`src/rtl/rom_burst_reader.sv`:
```
// rom_burst_reader: parameter-initialised ROM streaming bursts over valid/ready with a 2-entry skid buffer
module rom_burst_reader #(
  parameter int DATA_WIDTH = 32,
  parameter int DEPTH = 8,
  parameter int ADDR_W = $clog2(DEPTH),
  parameter int LEN_W = 4,
  parameter bit BIG_ENDIAN = 1'b0,
  parameter logic [DEPTH*DATA_WIDTH-1:0] INIT_BYTES = '0
) (
  input  logic                  clk,
  input  logic                  reset,
  input  logic                  req_valid,
  output logic                  req_ready,
  input  logic [ADDR_W-1:0]     req_addr,
  input  logic [LEN_W-1:0]      req_len,
  output logic                  out_valid,
  input  logic                  out_ready,
  output logic [DATA_WIDTH-1:0] out_data,
  output logic                  out_last,
  output logic                  busy
);
  localparam int NB = DATA_WIDTH / 8;
  localparam logic [ADDR_W-1:0] LAST_ADDR = ADDR_W'(DEPTH - 1);
  localparam logic [ADDR_W:0] DEPTH_X = (ADDR_W + 1)'(DEPTH);
  localparam logic [LEN_W:0] ONE = (LEN_W + 1)'(1);
  typedef enum logic [1:0] {IDLE, RUN, DRAIN} state_t;
  state_t state, state_n;
  logic [ADDR_W-1:0] addr;
  logic [LEN_W:0] rem;
  logic [DATA_WIDTH-1:0] d0, d1, rd;
  logic l0, l1, accept, issue, pop, rd_last;
  logic [1:0] cnt;
  assign req_ready = (state == IDLE) & !reset;
  assign busy = state != IDLE;
  assign out_valid = cnt != 2'd0;
  assign out_data = out_valid ? d0 : '0;
  assign out_last = out_valid & l0;
  assign accept = req_valid & req_ready;
  assign pop = out_valid & out_ready;
  assign rd_last = rem == ONE;
  // ROM word lookup: bytes packed per endianness, out-of-range addresses read as zero
  always_comb begin
    rd = '0;
    for (int b = 0; b < NB; b++)
      if ({1'b0, addr} < DEPTH_X)
        rd[8*(BIG_ENDIAN ? NB-1-b : b) +: 8] = INIT_BYTES[8*(int'(addr)*NB+b) +: 8];
  end
  // Issue a read only when the skid buffer has room for it; sequence IDLE -> RUN -> DRAIN
  always_comb begin
    issue = (state == RUN) & (rem != '0) & (cnt != 2'd2);
    state_n = (state == IDLE) ? (accept ? RUN : IDLE)
            : (state == RUN)  ? ((issue && rd_last) ? DRAIN : RUN)
            : ((pop && l0) ? IDLE : DRAIN);
  end
  // State register, address/count counters, and the skid buffer receiving registered ROM reads
  always_ff @(posedge clk) begin
    if (reset) begin
      state <= IDLE;
      addr <= '0;
      rem <= '0;
      cnt <= 2'd0;
      d0 <= '0;
      d1 <= '0;
      l0 <= 1'b0;
      l1 <= 1'b0;
    end else begin
      state <= state_n;
      if (accept) begin
        addr <= req_addr;
        rem <= {1'b0, req_len} + ONE;
      end else if (issue) begin
        addr <= (addr >= LAST_ADDR) ? '0 : addr + 1'b1;
        rem <= rem - ONE;
      end
      cnt <= cnt + 2'(issue) - 2'(pop);
      if (pop || cnt == 2'd0) begin
        d0 <= (cnt == 2'd2) ? d1 : rd;
        l0 <= (cnt == 2'd2) ? l1 : rd_last;
      end
      if (issue && cnt == 2'd1 && !pop) begin
        d1 <= rd;
        l1 <= rd_last;
      end
    end
  end
endmodule

```
`config.mk`:
```
export PLATFORM = sky130hd
export DESIGN_NAME = rom_burst_reader
export DESIGN_NICKNAME = d
export VERILOG_FILES = /design/src/rtl/rom_burst_reader.sv
export SDC_FILE = /design/constraint.sdc
export NUM_CORES = 1
export LEC_CHECK = 0
export CAP_MARGIN = 20
export CELL_PAD_IN_SITES_DETAIL_PLACEMENT = 0
export CELL_PAD_IN_SITES_GLOBAL_PLACEMENT = 2
export CORE_MARGIN = 1
export CORE_UTILIZATION = 21
export DETAILED_ROUTE_END_ITERATION = 7
export PLACE_DENSITY = 0.86
export SYNTH_ARGS = -nofsm -noshare
export SYNTH_HDL_FRONTEND = slang
export SYNTH_SLANG_ARGS = --single-unit
```
`constraint.sdc`:
```
create_clock -name clk -period 2.14 [get_ports clk]
set_clock_uncertainty 0.05 [all_clocks]
set_input_delay 0.214 -clock clk [delete_from_list [all_inputs] [get_ports clk]]
set_output_delay 0.214 -clock clk [all_outputs]
set_load 0.05 [all_outputs]
```
==> flow_metrics.tcl <==
set metrics [dict create \
    die_area_um2 4790 \
    path_buf_inv 2 \
    power_mw 1.16 \
    ctsResizeCount 0 \
    crit_chain "nor2_1, inv_1, clkdlybuf4s50_1" \
    antenna_found_initial 0 \
    ys_seq_elements 11 \
    p_leak_nw 0.469 \
    drtPass1Iterations 4 \
    synthArstFlopShare_pct 0 \
    seqCellArea_um2 220 \
    ioPinCount 47 \
    clockBufferDepth 2 \
    htreeDepth 1 \
    cts.sinks 11 \
    worstPathArrival_ns 1.69 \
    switching_share_pct 46.9 \
    rsz0062_at_grt "no" \
    layout-drive-gt1-share_pct 10.9 \
    period_minus_slack_ns 1.95 \
    cp_top_family "buffers and inverters" \
    internal_power_uw 618 \
    vdd.ir_drop.worst_mv 0.183 \
    synth_top_cell_by_area "buf_4" \
    routed_wl_um 1550 \
    r2r_slack_ns 0.33 \
    cts_setup_buffers 0 \
    min_from "l1$_SDFFE_PP0P_" \
    synth_edf_count 0 \
    io_buffer_count 11 \
    final_common_cell "conb_1" \
    die-height_um 69.2 \
    cap_viol_max_count 0 \
    synth_cell_types 34 \
    holdPathEnd "l1$_SDFFE_PP0P_" \
    wl_per_cell_um 8.63 \
    netlist_area_um2 950 \
    hold_violations 0 \
    crit_path_max_incr_delay_ns 0.79 \
    worst_setup_path_end_kind "primary output" \
    syn_avg_cell_area_um2 8.33 \
    reg2regPathDepth 6 \
    insertion_delay_ns 0.24 \
    numCtsBuffers 3 \
    first_global_vias 588 \
    setup_viol_count_final 0 \
    mostFrequentLayoutCells "conb_1 (32), dfxtp_1 (11), clkdlybuf4s50_1 (9), nor2_1 (8)" \
    fp.coreArea_um2 4350 \
    clockPowerShare_pct 18.3 \
    status "finished clean" \
    combPwrFrac_pct 53.4 \
    dr_total_vias 688 \
    totalNegativeSetupSlack_ns 0 \
    seqPwrFrac_pct 28.3 \
    whs_path_depth 2 \
    initial_core_util_pct 21.8 \
    postCtsHoldBufs 0 \
    p_switching_uw 547 \
    vias_per_cell 3.82 \
    min_period_over_period_pct 91.1 \
    syn_inst 114 \
    r2r_end "cnt[1]$_SDFF_PP0_" \
    grt.total_usage_pct 6.62 \
    drtIter0Drc 43 \
    cts_tree "done" \
    hp-class "reg2reg" \
    grt-ovfl-total 0 \
    postRouteAntennaNets 0 \
    grt_pass1_wl_um 2540 \
    cp-start-kind "register" \
    fillers 470 \
    yosys_warnings 0 \
    place.gp.congestion 0.739 \
    dpl.hpwl_um 1250 \
    multiInputGateArea_um2 584 \
    slowest_stage "clkdlybuf4s50_1" \
    area_growth_pct 12.3 \
    root_buffer "clkbuf_8" \
    critPathKind "reg2out" \
    synthTopCellsByArea "buf_4 (25%), dfxtp_1 (23%), ha_1 (6.6%)" \
    final_nets 145 \
    synth-main-ff-cell "dfxtp_1" \
    worstPathRequired_ns 1.88 \
    seq_area_frac_synth_pct 23.2 \
    fmax_mhz 513 \
    p_per_area_nw_per_um2 1090 \
    worstReg2RegStart "cnt[0]$_SDFF_PP0_" \
    synth_top_cell_area_share_pct 25.3 \
    die_width_um 69.2 \
    clk_pin_slew_worst_paths_ns 0.05 \
    slew_violations 0 \
    grt_max_degree 12 \
    insertedDiodeCount 0 \
    drc 0 \
    row_count 24 \
    cp_max_fo 6 \
]
==> power groups by stage <==
stage | sequential (mW) | combinational [mW] | clock [mW]
final | 0.330 | 0.622 | 0.213
after global routing | 0.342 | 0.677 | 0.225
after CTS | 0.330 | 0.626 | 0.219
after detailed placement | 0.334 | 0.625 | 0
after global placement | 0.334 | 0.625 | 0
after floorplan | 0.309 | 0.571 | 0
==> kinds of logic (layout without fill, tap and decap cells) <==
| family | count (synthesis) | count (layout) | share of synthesized area [%] |
|---|---|---|---|
| buffers and inverters | 39 | 22 | 28.1 |
| AND/OR/NAND/NOR | 38 | 38 | 25.7 |
| AO/OA/AOI/OAI | 13 | 13 | 9.49 |
| flip-flops | 11 | 11 | 23.2 |
| XOR/XNOR | 6 | 6 | 5.53 |
| adder cells (fa/ha/maj) | 5 | 5 | 6.59 |
| other | 1 | 32 | 0.395 |
| multiplexers | 1 | 1 | 1.05 |
==> metrics by stage <==
step | hold slack (ns) | area, µm² | utilization (%) | std cells | setup WS, ns
2_1_floorplan | 0.323 | 1070 | - | 145 | 0.373
3_5_place_dp | 0.444 | 1020 | 23.4 | 176 | 0.210
4_1_cts | 0.457 | 1070 | 24.5 | 180 | 0.184
3_3_place_gp | 0.431 | 1020 | 23.4 | 176 | 0.253
5_1_grt | 0.525 | 1070 | 24.5 | 180 | 0.102
6_report | 0.453 | 1070 | 24.5 | 180 | 0.191
==> flip-flops by register name, summed over array words and instances, names as in the netlist <==
name   cells
rem        5
l1         1
cnt        2
l0         1
state      2
==> worst max path at each step <==
stage                        startpoint                  end  slack (ns)  cells after the start
floorplan           state[0]$_SDFF_PP0_  rem[3]$_SDFFE_PP0P_        0.37                      4
global placement              out_ready    cnt[1]$_SDFF_PP0_        0.25                      6
detailed placement            out_ready    cnt[1]$_SDFF_PP0_        0.21                      6
CTS                   cnt[0]$_SDFF_PP0_            out_valid        0.18                      3
global route          cnt[0]$_SDFF_PP0_            out_valid        0.10                      3
finish                cnt[0]$_SDFF_PP0_            out_valid        0.19                      3
==> Yosys cell counts, types with 2 or more instances <==
master	n
dfxtp_1	11
nor4_1	3
nor2_1	8
a21oi_1	4
xnor2_1	4
inv_1	5
a211o_1	2
nand3_1	3
nor3_1	5
nand2_1	4
xor2_1	2
buf_4	32
a211oi_1	2
and3_1	2
clkbuf_1	2
nor2b_1	3
ha_1	5
==> worst register-to-register path, cell delays in order, from the launching register on <==
cell and delay [ns]:
dfxtp_1 0.37, nor2_1 0.24, nor2b_1 0.08, ha_1 0.29
nor4_1 0.45, xnor2_1 0.17, nor2_1 0.05
==> per-layer routing <==
metal | vias to the layer above | GRT usage, % | wire length (µm)
li1 | 353 | - | -
met1 | 316 | 7.43 | 643
met2 | 17 | 11.4 | 841
met3 | 2 | 0.872 | 47
met4 | 0 | 4.76 | 20
met5 | - | 0 | 0
==> layout make-up <==
class | instances | area share, %
sequential | 11 | 20.7
clock buffer | 4 | 4.23
multi-input combinational | 95 | 54.8
timing repair buffer | 13 | 12.4
inverter | 5 | 1.76
tap | 52 | 6.10
(Power assumes the default switching activity.)
